File: src/rtl/vga_timing_gen.sv
// vga_timing_gen: VGA raster timing generator for the oscilloscope display.
// The horizontal and vertical counters advance only on PIX_EN ticks.
// Sync, active and coordinate outputs are registered from one set of next-state
// values, so every output describes the same pixel with no skew between them.
// LINE_START / FRAME_START are single-clock pulses on the cycle after a tick.
module vga_timing_gen #(
  parameter int H_VIS  = 1280,
  parameter int H_FP   = 48,
  parameter int H_SYNC = 112,
  parameter int H_BP   = 248,
  parameter int V_VIS  = 1024,
  parameter int V_FP   = 1,
  parameter int V_SYNC = 3,
  parameter int V_BP   = 38,
  parameter bit HS_POL = 1'b1,
  parameter bit VS_POL = 1'b1
) (
  input  logic        CLK_VGA,
  input  logic        RESET,
  input  logic        PIX_EN,
  output logic [11:0] VGA_horzCoord,
  output logic [11:0] VGA_vertCoord,
  output logic        VGA_HS,
  output logic        VGA_VS,
  output logic        VGA_ACTIVE,
  output logic        LINE_START,
  output logic        FRAME_START
);

  // Derived raster geometry, all sized to the 12-bit coordinate width.
  localparam int H_TOTAL_I = H_VIS + H_FP + H_SYNC + H_BP;
  localparam int V_TOTAL_I = V_VIS + V_FP + V_SYNC + V_BP;

  localparam logic [11:0] H_LAST   = 12'(H_TOTAL_I - 1);
  localparam logic [11:0] V_LAST   = 12'(V_TOTAL_I - 1);
  localparam logic [11:0] H_VIS_W  = 12'(H_VIS);
  localparam logic [11:0] V_VIS_W  = 12'(V_VIS);
  localparam logic [11:0] HS_BEG   = 12'(H_VIS + H_FP);
  localparam logic [11:0] HS_END   = 12'(H_VIS + H_FP + H_SYNC);
  localparam logic [11:0] VS_BEG   = 12'(V_VIS + V_FP);
  localparam logic [11:0] VS_END   = 12'(V_VIS + V_FP + V_SYNC);

  // Registered state and its next-state values.
  logic [11:0] horz_q, horz_d;
  logic [11:0] vert_q, vert_d;
  logic        hs_q, hs_d;
  logic        vs_q, vs_d;
  logic        active_q, active_d;
  logic        line_start_q, line_start_d;
  logic        frame_start_q, frame_start_d;

  // Combinational helpers for the tick path.
  logic        h_wrap;
  logic        v_wrap;
  logic [11:0] horz_inc;
  logic [11:0] vert_inc;

  // Next-state: advance counters on a tick and derive all outputs from the new coordinate.
  always_comb begin
    horz_d        = horz_q;
    vert_d        = vert_q;
    hs_d          = hs_q;
    vs_d          = vs_q;
    active_d      = active_q;
    line_start_d  = 1'b0;
    frame_start_d = 1'b0;

    // ">=" rather than "==" so an out-of-range counter recovers on the next tick.
    h_wrap   = (horz_q >= H_LAST);
    v_wrap   = (vert_q >= V_LAST);
    horz_inc = horz_q + 12'd1;
    vert_inc = vert_q + 12'd1;

    if (PIX_EN) begin
      horz_d = h_wrap ? 12'd0 : horz_inc;
      if (h_wrap) begin
        vert_d = v_wrap ? 12'd0 : vert_inc;
      end

      // Sync and active come from horz_d/vert_d so they align with the coordinates.
      hs_d     = ((horz_d >= HS_BEG) && (horz_d < HS_END)) ? HS_POL : ~HS_POL;
      vs_d     = ((vert_d >= VS_BEG) && (vert_d < VS_END)) ? VS_POL : ~VS_POL;
      active_d = (horz_d < H_VIS_W) && (vert_d < V_VIS_W);

      line_start_d  = (horz_d == 12'd0);
      frame_start_d = (horz_d == 12'd0) && (vert_d == 12'd0);
    end
  end

  // State register: reset parks the raster on its last pixel so the first tick lands on (0,0).
  always_ff @(posedge CLK_VGA) begin
    if (RESET) begin
      horz_q        <= H_LAST;
      vert_q        <= V_LAST;
      hs_q          <= ~HS_POL;
      vs_q          <= ~VS_POL;
      active_q      <= 1'b0;
      line_start_q  <= 1'b0;
      frame_start_q <= 1'b0;
    end else begin
      horz_q        <= horz_d;
      vert_q        <= vert_d;
      hs_q          <= hs_d;
      vs_q          <= vs_d;
      active_q      <= active_d;
      line_start_q  <= line_start_d;
      frame_start_q <= frame_start_d;
    end
  end

  assign VGA_horzCoord = horz_q;
  assign VGA_vertCoord = vert_q;
  assign VGA_HS        = hs_q;
  assign VGA_VS        = vs_q;
  assign VGA_ACTIVE    = active_q;
  assign LINE_START    = line_start_q;
  assign FRAME_START   = frame_start_q;

endmodule

File: config.mk
export PLATFORM = sky130hd
export DESIGN_NAME = vga_timing_gen
export DESIGN_NICKNAME = d
export VERILOG_FILES = /design/src/rtl/vga_timing_gen.sv
export SDC_FILE = /design/constraint.sdc
export NUM_CORES = 1
export LEC_CHECK = 0
export CAP_MARGIN = 25
export CORE_MARGIN = 3
export CORE_UTILIZATION = 45
export DETAILED_ROUTE_END_ITERATION = 12
export GPL_TIMING_DRIVEN = 0
export PLACE_DENSITY_LB_ADDON = 0.08
export SKIP_CTS_REPAIR_TIMING = 1
export SKIP_LAST_GASP = 1
export SLEW_MARGIN = 20
export SYNTH_ARGS = -nofsm -noshare
export SYNTH_HDL_FRONTEND = slang
export SYNTH_SLANG_ARGS = --single-unit
File: constraint.sdc
create_clock -name CLK_VGA -period 6.45 [get_ports CLK_VGA]
set_input_delay 1.29 -clock CLK_VGA [delete_from_list [all_inputs] [get_ports CLK_VGA]]
set_output_delay 1.29 -clock CLK_VGA [all_outputs]
set_load 0.05 [all_outputs]
# Word level (Yosys, flattened, before mapping)
# Index checks and enable logic that the tools add are counted.
[word_totals]
reg_bits = 29
latch_bits = 0
mem_bits_rw = 0
mem_bits_ro = 0
in_bits = 3
out_inout_bits = 29
wordCells = 31
mem_count = 0
[op_classes]
n_addsub = 2
n_mul = 0
div_mod_pow = 0
n_lt_le_gt_ge = 8
eq_ne = 0
shifts = 0
n_mux = 6
n_bitwise = 1
reduce_logical = 7
[op_table]
columns = ["op", "count"]
rows = [
  ["greater-or-equal comparator 12 x 11 -> 1 bit (second input constant)", 4],
  ["less-than comparator 12 x 11 -> 1 bit (second input constant)", 4],
  ["2-to-1 mux 12 bit", 4],
  ["adder 12 x 1 -> 12 bit (second input constant)", 2],
  ["logical NOT 12 bit", 2],
  ["logical AND 1 bit", 4],
  ["2-to-1 mux 1 bit", 2],
  ["OR reduction 2 bit", 1],
  ["inverter 1 bit", 1],
]

# Depth between registers and ports, before layout
# Gate-level depths: netlist (run 1).
[depth]
ltp_word = 7
mapped_depth = 10
depth_no_buf = 9

# Worst setup path before layout (run 1)
# Ideal clock, no wire load.
[synth_timing]
path_type = "reg-to-reg"
start = "register vert_q[0], in the netlist VGA_vertCoord[0]"
end = "register frame_start_q, in the netlist FRAME_START"
setup_time_ns = 0.061
t_arrival_ns = 2.859
t_required_ns = 6.389
setup_slack_ns = 3.529
stages_incl_launch_ff = 10
path_buffers = 0
period_less_slack_ns = 2.921
path_cell_list = "dfxtp_1 > inv_1 > ha_1 > nor3b_1 > o311ai_1 > a21oi_1 > a221oi_1 > o31ai_1 > nor4_2 > and4bb_1"
[synth_between]
elab_chain_cells = 6
word_cells_on_any_way = 7
classes_between = "add/sub (1); order compare (1); mux (3); reduce/logical (2)"
[synth_rtl]
columns = ["item", "line_no", "rtl"]
rows = [
  ["from (decl)", "45", "logic [11:0] vert_q, vert_d;"],
  ["from (signal assigned)", "102", "vert_q <= vert_d;"],
  ["adder 12 x 1 -> 12 bit / greater-or-equal comparator 12 x 11 -> 1 bit (equally long branches)", "72, 70", ""],
  ["2-to-1 mux 12 bit", "77", "vert_d = v_wrap ? 12'd0 : vert_inc;"],
  ["2-to-1 mux 12 bit *", "76", "if (h_wrap) begin"],
  ["2-to-1 mux 12 bit *", "74", "if (PIX_EN) begin"],
  ["logical NOT 12 bit *", "86", "frame_start_d = (horz_d == 12'd0) && (vert_d == 12'd0);"],
  ["logical AND 1 bit *", "86", ""],
  ["to (signal assigned)", "107", "frame_start_q <= frame_start_d;"],
  ["to (decl)", "50", "logic frame_start_q, frame_start_d;"],
]
# Mark *: on every way between the ends. The rest lies on a longest branch, timed or not. The select of a mux whose other input is x is not followed.
# A chain may end at the register's enable or synchronous reset.

# Worst setup path after layout (run 1)
# Same ends and word-level chain as after synthesis.

==> metrics.txt, run 1 <==
status=complete, no violations; die height=~70 um; Post-synth EDFFs=0; startpoint types=register; CTS Buf Count=5; die area=a little under 0.005 mm^2; CP Class=register to register; GRT overflow=0; Final Wtd Congestion=roughly 0.95; setup_tns=0 ns; top cells by count, synth=33 x nor2_1, 29 x a21oi_1, 29 x dfxtp_1; Synth top area share=roughly a third; clk slew on worst S/H paths=0.06 ns; buffers added on ports=30; DP HPWL=roughly 3700 um; ys flop type=dfxtp_1; final WL=between 5000 and 6000 um; fmax=between 0.3 and 0.4 GHz; clock tree from TritonCTS=yes; Final Skew=0.00551 ns; number of synthesis warnings=0; final setup fails=0; Post-Synthesis Cell Area=~0.0018 mm^2; count of state elements after synthesis=29; core box area=about 0.0038 mm^2; WL per Instance=15.5 um; Syn Inst Count=~250; Top-Level Pins=32; Syn-to-layout area delta=25.1%; DRC errors left=0; initial antenna violation count=0; Worst Path Required=approximately 6.7 ns; Die Span X=70.0 um; Worst Hold Class=register to register; dominant cell type by area after synthesis=dfxtp_1; NumNets Final=291; placed cell count=325; floorplan row count=22; crit path cell chain=inv_1 -> ha_1 -> nor3b_1 -> o311ai_1 -> a21oi_1 -> a221oi_1 -> o31ai_1 -> nor4_2 -> and4bb_1; vias after detailed routing=roughly 1900; worst ir drop on vdd=151 uV; Crit path largest cell delay=around 0.50 ns; H-tree Lvls=2; final hold violation count=0; Worst-Skew Late Latency=between 0.2 and 0.3 ns; Root Buffer=clkbuf_8; worst path bufs/invs=1; top cells by area, synth=dfxtp_1 32%, a21oi_1 7.9%, nor2_1 6.7%; Max-Cap Viols=0; Non-Filler Instances=roughly 330; 1st-pass router iterations=5; final core utilization=between 60% and 70%; diodes inserted=0; maximum clock insertion buffer count=2; Pwr per Cell Area=~260 mW/mm^2; vias per std cell=5.82; initial core utilization=about 48%; crit path DAT=between 3 and 4 ns; total track usage=a little over a fifth; crit-path leading delay family=compound AO/OA/AOI/OAI gates; register area share after synthesis=a little under a third; proportion of layout cells with a drive suffix above 1=5.61%; worst-margin pin slew=between 0.7 and 0.8 ns; Max Slew Vio Count=0; Async SR Flop Fraction=0%; slowest CP cell=o311ai_1; most common cell in the netlist=nor2_1; Synth cell types=50; clock tree sinks=29; Final Cycle Share=about half; Tmin final=3.13 ns; Worst Path Max Fanout=9; Worst slew margin=48.1%; initial DRC count=234; DRT antenna net count=0; number of global-route vias before repair=around 1800; Worst setup EP type=register; RSZ-0062 raised after global routing=no; synthesized net count=254; first-pass GRT wire length=roughly 8700 um; Avg Inst Size Synth=between 7 and 8 um^2; leakage power=0.856 nW; largest net degree at the start of global routing=11
registers in the layout, summed over array words and instances (netlist names):
signal         flops
FRAME_START        1
LINE_START         1
VGA_ACTIVE         1
VGA_HS             1
VGA_VS             1
VGA_horzCoord     12
VGA_vertCoord     12
cells by family (layout without fill, tap and decap cells):
kind of cell | Yosys count | count (layout) | synth area share, %
buffers and inverters | 24 | 62 | 5.85
adders and majority gates | 4 | 4 | 2.72
and+or+nand+nor | 105 | 105 | 28.8
muxes | 1 | 1 | 0.544
DFF | 29 | 29 | 31.5
xor gates and xnor gates | 8 | 8 | 3.81
AOI/OAI and AO/OA | 76 | 76 | 26.7
path summary, 6_finish.rpt:
kind,startpoint,end,slack (ns),depth (start not counted)
hold / removal,VGA_VS$_SDFFE_PP0P_,VGA_VS$_SDFFE_PP0P_,0.49,1
hold reg to reg,VGA_VS$_SDFFE_PP0P_,VGA_VS$_SDFFE_PP0P_,0.49,1
setup reg to reg,VGA_vertCoord[0]$_SDFFE_PP1P_,FRAME_START$_SDFF_PP0_,3.32,9
setup / recovery,VGA_vertCoord[0]$_SDFFE_PP1P_,FRAME_START$_SDFF_PP0_,3.32,9
per-stage QoR:
step / worst slack [ns] / power [W] / hold slack (ns) / cell area, um^2
2_1_floorplan: 3.53 / 0.000374 / 0.718 / 1840
3_3_place_gp: 3.31 / 0.000432 / 0.470 / 2200
3_5_place_dp: 3.32 / 0.000434 / 0.473 / 2200
4_1_cts: 3.37 / 0.000603 / 0.497 / 2300
5_1_grt: 2.97 / 0.000636 / 0.513 / 2300
6_report: 3.32 / 0.000603 / 0.486 / 2300
layout by cell type (no fill, tap or decap), types with 2 or more instances in the layout:
master	Yosys	layout
clkdlybuf4s50_1	0	30
nor3b_1	3	3
a21oi_1	29	29
and3_1	4	4
a22o_1	3	3
a211oi_1	4	4
ha_1	4	4
a21o_1	3	3
buf_2	2	2
a211o_1	4	4
or3_1	3	3
a221oi_1	2	2
o21ai_0	14	14
and2_1	3	3
nand3b_1	2	2
o31ai_1	3	3
clkbuf_1	13	13
clkbuf_8	0	7
nor4_1	3	3
nor3_1	11	11
dfxtp_1	29	29
inv_1	7	7
buf_6	2	2
xnor2_1	5	5
nor2_1	33	33
and4b_1	2	2
xor2_1	3	3
nand3_1	11	11
nor2b_1	2	2
nand2_1	20	20
nand2b_1	2	2
layout make-up:
cell class | count | area (um^2)
fill | 381 | 1500
clock inverter | 1 | 5.00
clock buffer | 7 | 96.3
buffer | 17 | 81.3
tap | 48 | 60.1
multi-input combinational | 194 | 1150
inverter | 7 | 26.3
timing repair buffer | 30 | 300
sequential | 29 | 581
routing by layer:
metal  routed length (um)  GRT usage [%]  up-vias
met1                 2690           33.2      888
met2                 2080           30.2       66
li1                     -              -      978
met3                  341           6.76        6
met4                   65           4.47        0
met5                    0              0        -
power breakdown:
group / switching (W) / internal [W] / total (W)
sequential: 0.0000127 / 0.000192 / 0.000205
combinational: 0.000150 / 0.0000793 / 0.000229
clock: 0.0000731 / 0.0000963 / 0.000169
total: 0.000236 / 0.000368 / 0.000603
Note: power is estimated with default switching activity, not from simulation.
==> run 2, diff against run 1 <==
==> constraint.sdc (replaced) <==
create_clock -name CLK_VGA -period 2.8 [get_ports CLK_VGA]
set_input_delay 0.56 -clock CLK_VGA [delete_from_list [all_inputs] [get_ports CLK_VGA]]
set_output_delay 0.56 -clock CLK_VGA [all_outputs]
set_load 0.05 [all_outputs]
==> metrics.txt, run 2 (synthesis gave the netlist of run 1 again) <==
Non-Filler Instances=332 (was 333); leakage power=0.851 nW (was 0.856 nW); pre-CTS setup slack=-0.0448 ns (was 3.32 ns); maximum clock insertion buffer count=2 (unchanged); worst ir drop on vdd=355 uV (was 151 uV); initial core utilization=48.5% (unchanged); Tmin final=2.73 ns (was 3.13 ns); M2 GR Usage=28.8% (was 30.2%); slowest CP cell=nor4_2 (was o311ai_1); total track usage=21.6% (was 22.0%); Worst-Skew Late Latency=0.29 ns (about the same); cell mode on critical path=buf_6; vias per std cell=5.86 (was 5.82); clock tree sinks=29 (unchanged); WHS=0.497 ns (was 0.486 ns); Overall Power=0.00136 W (was 0.000603 W); Final Cycle Share=97.4% (was 48.5%); Top-Level Pins=32 (unchanged); Max-Cap Viols=0 (unchanged); startpoint types=register (unchanged); commonest non-fill, non-tap cell in the layout=nor2_1 (unchanged); Pwr per Cell Area=585 mW/mm^2 (was 262 mW/mm^2); Hold Crit Depth=1 (unchanged); Worst slew margin=57.4% (was 48.1%); Crit path largest cell delay=0.42 ns (was 0.50 ns); die height=70.0 um (unchanged); final worst setup slack=0.0725 ns (was 3.32 ns); final setup fails=0 (unchanged); initial DRC count=217 (was 234); largest net degree at the start of global routing=11 (unchanged); # fillers=372 (was 381); RSZ-0062 raised after global routing=yes (was no); DRT antenna net count=0 (unchanged); FF-to-FF path depth=9 (unchanged); Max Slew Vio Count=0 (unchanged); DRC errors left=0 (unchanged); first-pass GRT wire length=8470 um (was 8670 um); Worst Path Required=3.03 ns (was 6.67 ns); CTS Buf Count=5 (unchanged); core box area=0.00380 mm^2 (unchanged); NumNets Final=290 (was 291); Final Skew=0.00381 ns (was 0.00551 ns); diodes inserted=0 (unchanged); clock tree from TritonCTS=yes (unchanged); 1st-pass router iterations=5 (unchanged); most frequent cells in the layout=32 x nor2_1, 30 x clkdlybuf4s50_1, 28 x a21oi_1 (was 33 x nor2_1, 30 x clkdlybuf4s50_1, 29 x dfxtp_1, 29 x a21oi_1, 20 x nand2_1); setup_tns=0 ns (unchanged); GRT overflow=0 (unchanged); met1 usage=33.5% (was 33.2%); buffers added on ports=30 (unchanged); status=complete, no violations (unchanged); WL per Instance=15.4 um (was 15.5 um); placed cell count=325 (unchanged); Worst setup EP type=register (unchanged); Final Wtd Congestion=0.945 (was 0.951); worst-margin pin slew=0.634 ns (was 0.778 ns); initial antenna violation count=0 (unchanged); crit path cell chain=buf_6 -> or3_1 -> or3_4 -> and2_1 -> buf_6 -> a221oi_2 -> o221ai_2 -> nor4_2 -> and4bb_1 (was inv_1 -> ha_1 -> nor3b_1 -> o311ai_1 -> a21oi_1 -> a221oi_1 -> o31ai_1 -> nor4_2 -> and4bb_1); Worst Hold Class=register to register (unchanged); final hold violation count=0 (unchanged); floorplan row count=22 (unchanged); fmax=0.367 GHz (was 0.320 GHz); DP HPWL=3630 um (was 3670 um); CP Class=register to register (unchanged); Sequential Area=583 um^2 (was 581 um^2); number of global-route vias before repair=1709 (was 1750); H-tree Lvls=2 (unchanged); Multi-input gate area=0.00119 mm^2 (was 0.00115 mm^2); Root Buffer=clkbuf_8 (unchanged); Die Span X=70.0 um (unchanged); vias after detailed routing=1944 (was 1938); Worst Path Max Fanout=8 (was 9); grt peak-use layer=met1 (unchanged); Syn-to-layout area delta=26.0% (was 25.1%); proportion of layout cells with a drive suffix above 1=8.80% (was 5.61%); crit path DAT=2.96 ns (was 3.35 ns); met3 Usage GRT=5.04% (was 6.76%); clk slew on worst S/H paths=0.06 ns (about the same); final WL=5110 um (was 5180 um); die area=0.00489 mm^2 (unchanged)
==> run 2: stage by stage <==
| stage | util (%) | instance area, um^2 |
|---|---|---|
| 5_1_grt | 61.0 | 2320 |
| 6_report | 61.0 | 2320 |
| 4_1_cts | 60.2 | 2290 |
| 2_1_floorplan | - | 1840 |
| 3_3_place_gp | 58.0 | 2200 |
| 3_5_place_dp | 58.0 | 2200 |
==> run 2: path summary, 6_finish.rpt <==
| check | start | endpoint | slack [ns] |
|---|---|---|---|
| worst min-delay path | VGA_HS$_SDFFE_PP0P_ | VGA_HS$_SDFFE_PP0P_ | 0.50 |
| worst max register to register | VGA_horzCoord[5]$_SDFFE_PP0P_ | FRAME_START$_SDFF_PP0_ | 0.07 |
| worst min register to register | VGA_HS$_SDFFE_PP0P_ | VGA_HS$_SDFFE_PP0P_ | 0.50 |
| worst max-delay path | VGA_horzCoord[5]$_SDFFE_PP0P_ | FRAME_START$_SDFF_PP0_ | 0.07 |
==> run 2: worst max-delay path, delay by kind of cell, from the launching register on <==
family / cells / cell delay (ns)
buffers and inverters: 2 / 0.27
AOI/OAI and AO/OA: 2 / 0.46
and+or+nand+nor: 5 / 1.62
DFF: 1 / 0.32
==> run 2: cell type report <==
class | count | share of cell area [%]
plain buffers | 16 | 3.40
clock buffers | 6 | 3.13
clock inverters | 2 | 0.432
inverters | 7 | 1.13
multi-input cells | 194 | 51.2
flip-flops and latches | 29 | 25.1
well taps | 48 | 2.59
repair buffers | 30 | 13.0
==> run 2: where the power goes <==
part	leakage [nW]	internal [W]	switching (W)	total, W
logic	0.569	0.000191	0.000355	0.000546
registers	0.237	0.000443	0.0000304	0.000473
clock network	0.0450	0.000172	0.000164	0.000336
total	0.851	0.000806	0.000549	0.00136
==> run 2: routing by layer <==
layer  routed length [um]  vias to the layer above  share of wire, %
met2                 2080                       72                41
met5                    0                        -                 0
met3                  338                       10               6.6
li1                     -                      973                 -
met4                   81                        0               1.6
met1                 2610                      889                51
==> run 3, diff against run 2 <==
--- a/config.mk
+++ b/config.mk
@@ -5,8 +5,7 @@
 export SDC_FILE = /design/constraint.sdc
 export NUM_CORES = 1
 export LEC_CHECK = 0
-export CAP_MARGIN = 25
-export CORE_MARGIN = 3
+export CORE_ASPECT_RATIO = 0.75
 export CORE_UTILIZATION = 45
 export DETAILED_ROUTE_END_ITERATION = 12
 export GPL_TIMING_DRIVEN = 0
==> metrics.txt, run 3 (synthesis gave the netlist of run 1 again) <==
status=complete, no violations (unchanged); number of global-route vias before repair=1569 (was 1709); initial core utilization=48.7% (was 48.5%); fin area=0.00232 mm^2 (about the same); slowest CP cell=dfxtp_1 (was nor4_2); Hold Crit Depth=1 (unchanged); die height=57.4 um (was 70.0 um); DRC errors left=0 (unchanged); Root Buffer=clkbuf_8 (unchanged); DRT antenna net count=0 (unchanged); final worst setup slack=0.140 ns (was 0.0725 ns); Overall Power=0.00135 W (was 0.00136 W); min-delay src=VGA_VS$_SDFFE_PP0P_ (was VGA_HS$_SDFFE_PP0P_); Clock power frac=24.4% (was 24.8%); Crit path largest cell delay=0.48 ns (was 0.42 ns); final WL=5200 um (was 5110 um); Worst Path Required=3.02 ns (was 3.03 ns); Pwr per Cell Area=584 mW/mm^2 (was 585 mW/mm^2); Final Wtd Congestion=0.917 (was 0.945); core box area=0.00378 mm^2 (was 0.00380 mm^2); worst ir drop on vdd=341 uV (was 355 uV); NumNets Final=290 (unchanged); initial DRC count=249 (was 217); clock tree from TritonCTS=yes (unchanged); Reg power frac=35.2% (was 34.9%); proportion of layout cells with a drive suffix above 1=7.39% (was 8.80%); Die Span X=75.8 um (was 70.0 um); CP Class=register to register (unchanged); Worst Hold Class=register to register (unchanged); worst path bufs/invs=1 (was 2); final setup fails=0 (unchanged); setup slack, reg-to-reg=0.14 ns (was 0.07 ns); placed cell count=329 (was 325); commonest non-fill, non-tap cell in the layout=nor2_1 (unchanged); startpoint types=register (unchanged); CTS Buf Count=5 (unchanged); hold worst-path end=VGA_VS$_SDFFE_PP0P_ (was VGA_HS$_SDFFE_PP0P_); largest net degree at the start of global routing=11 (unchanged); Tmin final=2.66 ns (was 2.73 ns); H-tree Lvls=2 (unchanged); DP HPWL=3820 um (was 3630 um); buffers added on ports=30 (unchanged); Max Slew Vio Count=0 (unchanged); leakage power=0.843 nW (was 0.851 nW); Final Cycle Share=95.0% (was 97.4%); WL per Instance=15.5 um (was 15.4 um); initial antenna violation count=0 (unchanged); final hold violation count=0 (unchanged); setup_tns=0 ns (unchanged); crit-path leading delay family=simple AND/OR/NAND/NOR gates (unchanged); sw frac=40.2% (was 40.5%); floorplan row count=19 (was 22); Switch Pwr=0.000543 W (was 0.000549 W); Comb pwr share=40.5% (was 40.3%); total track usage=25.2% (was 21.6%); Worst-Skew Late Latency=0.28 ns (was 0.29 ns); Worst slew margin=60.0% (was 57.4%); DP Area=0.00221 mm^2 (was 0.00220 mm^2); worst r2r src=VGA_horzCoord[0]$_SDFFE_PP1P_ (was VGA_horzCoord[5]$_SDFFE_PP0P_); clock tree sinks=29 (unchanged); FF-to-FF path depth=9 (unchanged); pre-CTS setup slack=-0.0662 ns (was -0.0448 ns); Worst setup EP type=register (unchanged); cell-internal power=0.000809 W (was 0.000806 W); Syn-to-layout area delta=25.9% (was 26.0%); fmax=0.376 GHz (was 0.367 GHz); maximum clock insertion buffer count=2 (unchanged); GRT overflow=0 (unchanged); diodes inserted=0 (unchanged); vias after detailed routing=1959 (was 1944); crit path cell chain=ha_2 -> a21oi_1 -> or3_4 -> and2_1 -> buf_6 -> a221oi_2 -> o221ai_2 -> nor4_2 -> and4bb_1 (was buf_6 -> or3_1 -> or3_4 -> and2_1 -> buf_6 -> a221oi_2 -> o221ai_2 -> nor4_2 -> and4bb_1); crit path DAT=2.88 ns (was 2.96 ns); Non-Filler Instances=336 (was 332); first-pass GRT wire length=8170 um (was 8470 um); die area=0.00435 mm^2 (was 0.00489 mm^2); vias per std cell=5.83 (was 5.86); Reg-to-Reg End=FRAME_START$_SDFF_PP0_ (unchanged); most frequent cells in the layout=33 x nor2_1, 30 x clkdlybuf4s50_1, 28 x a21oi_1 (was 32 x nor2_1, 30 x clkdlybuf4s50_1, 28 x a21oi_1); clk slew on worst S/H paths=0.06 ns (about the same); Max-Cap Viols=0 (unchanged); Top-Level Pins=32 (unchanged); worst-margin pin slew=0.600 ns (was 0.634 ns); 1st-pass router iterations=5 (unchanged); Final Skew=0.00191 ns (was 0.00381 ns); Worst Path Max Fanout=8 (unchanged)
-- run 3: cell count changes in the layout (fill, tap and decap cells not counted) --
| cell | change |
|---|---|
| nor2_1 | +1 |
| clkbuf_2 | -1 |
| clkinv_2 | -2 |
| nor2_2 | -1 |
| clkbuf_1 | +3 |
-- run 3: worst max path at each step --
stage,depth (start not counted),endpoint,slack (ns),start
2_1_floorplan,9,FRAME_START$_SDFF_PP0_,0.12,VGA_vertCoord[0]$_SDFFE_PP1P_
3_3_place_gp,9,FRAME_START$_SDFF_PP0_,-0.06,VGA_vertCoord[0]$_SDFFE_PP1P_
3_5_place_dp,9,FRAME_START$_SDFF_PP0_,-0.07,VGA_vertCoord[0]$_SDFFE_PP1P_
4_1_cts,9,FRAME_START$_SDFF_PP0_,-0.09,VGA_vertCoord[0]$_SDFFE_PP1P_
5_1_grt,9,FRAME_START$_SDFF_PP0_,-0.006,VGA_vertCoord[0]$_SDFFE_PP1P_
6_report,9,FRAME_START$_SDFF_PP0_,0.14,VGA_horzCoord[0]$_SDFFE_PP1P_
-- run 3: area by class of cell --
cell class | instances | area, um^2
Fill cell | 354 | 1460
Multi-Input combinational cell | 194 | 1180
Sequential cell | 29 | 583
Timing Repair Buffer | 30 | 300
Clock buffer | 8 | 80.1
Buffer | 16 | 77.6
Tap cell | 52 | 65.1
Inverter | 7 | 26.3
-- run 3: power groups by stage --
stage	Clock (W)	Combinational [W]	Sequential [W]
after CTS	0.000337	0.000523	0.000473
after global routing	0.000356	0.000590	0.000480
after floorplan	0	0.000285	0.000578
after global placement	0	0.000519	0.000482
final	0.000330	0.000547	0.000476
after detailed placement	0	0.000521	0.000482
-- run 3: through the flow --
stage	util, %	hold slack (ns)
floorplan	-	0.590
global placement	58.4	0.458
finish	61.3	0.479
global route	61.3	0.500
CTS	60.5	0.485
detailed placement	58.4	0.471
-- run 3: routing by layer --
metal	GRT usage (%)	vias to the layer above	routed length (um)
met1	44.4	916	2860
met2	29.0	71	1950
li1	-	967	-
met5	0	-	0
met4	6.35	0	42
met3	4.77	5	340
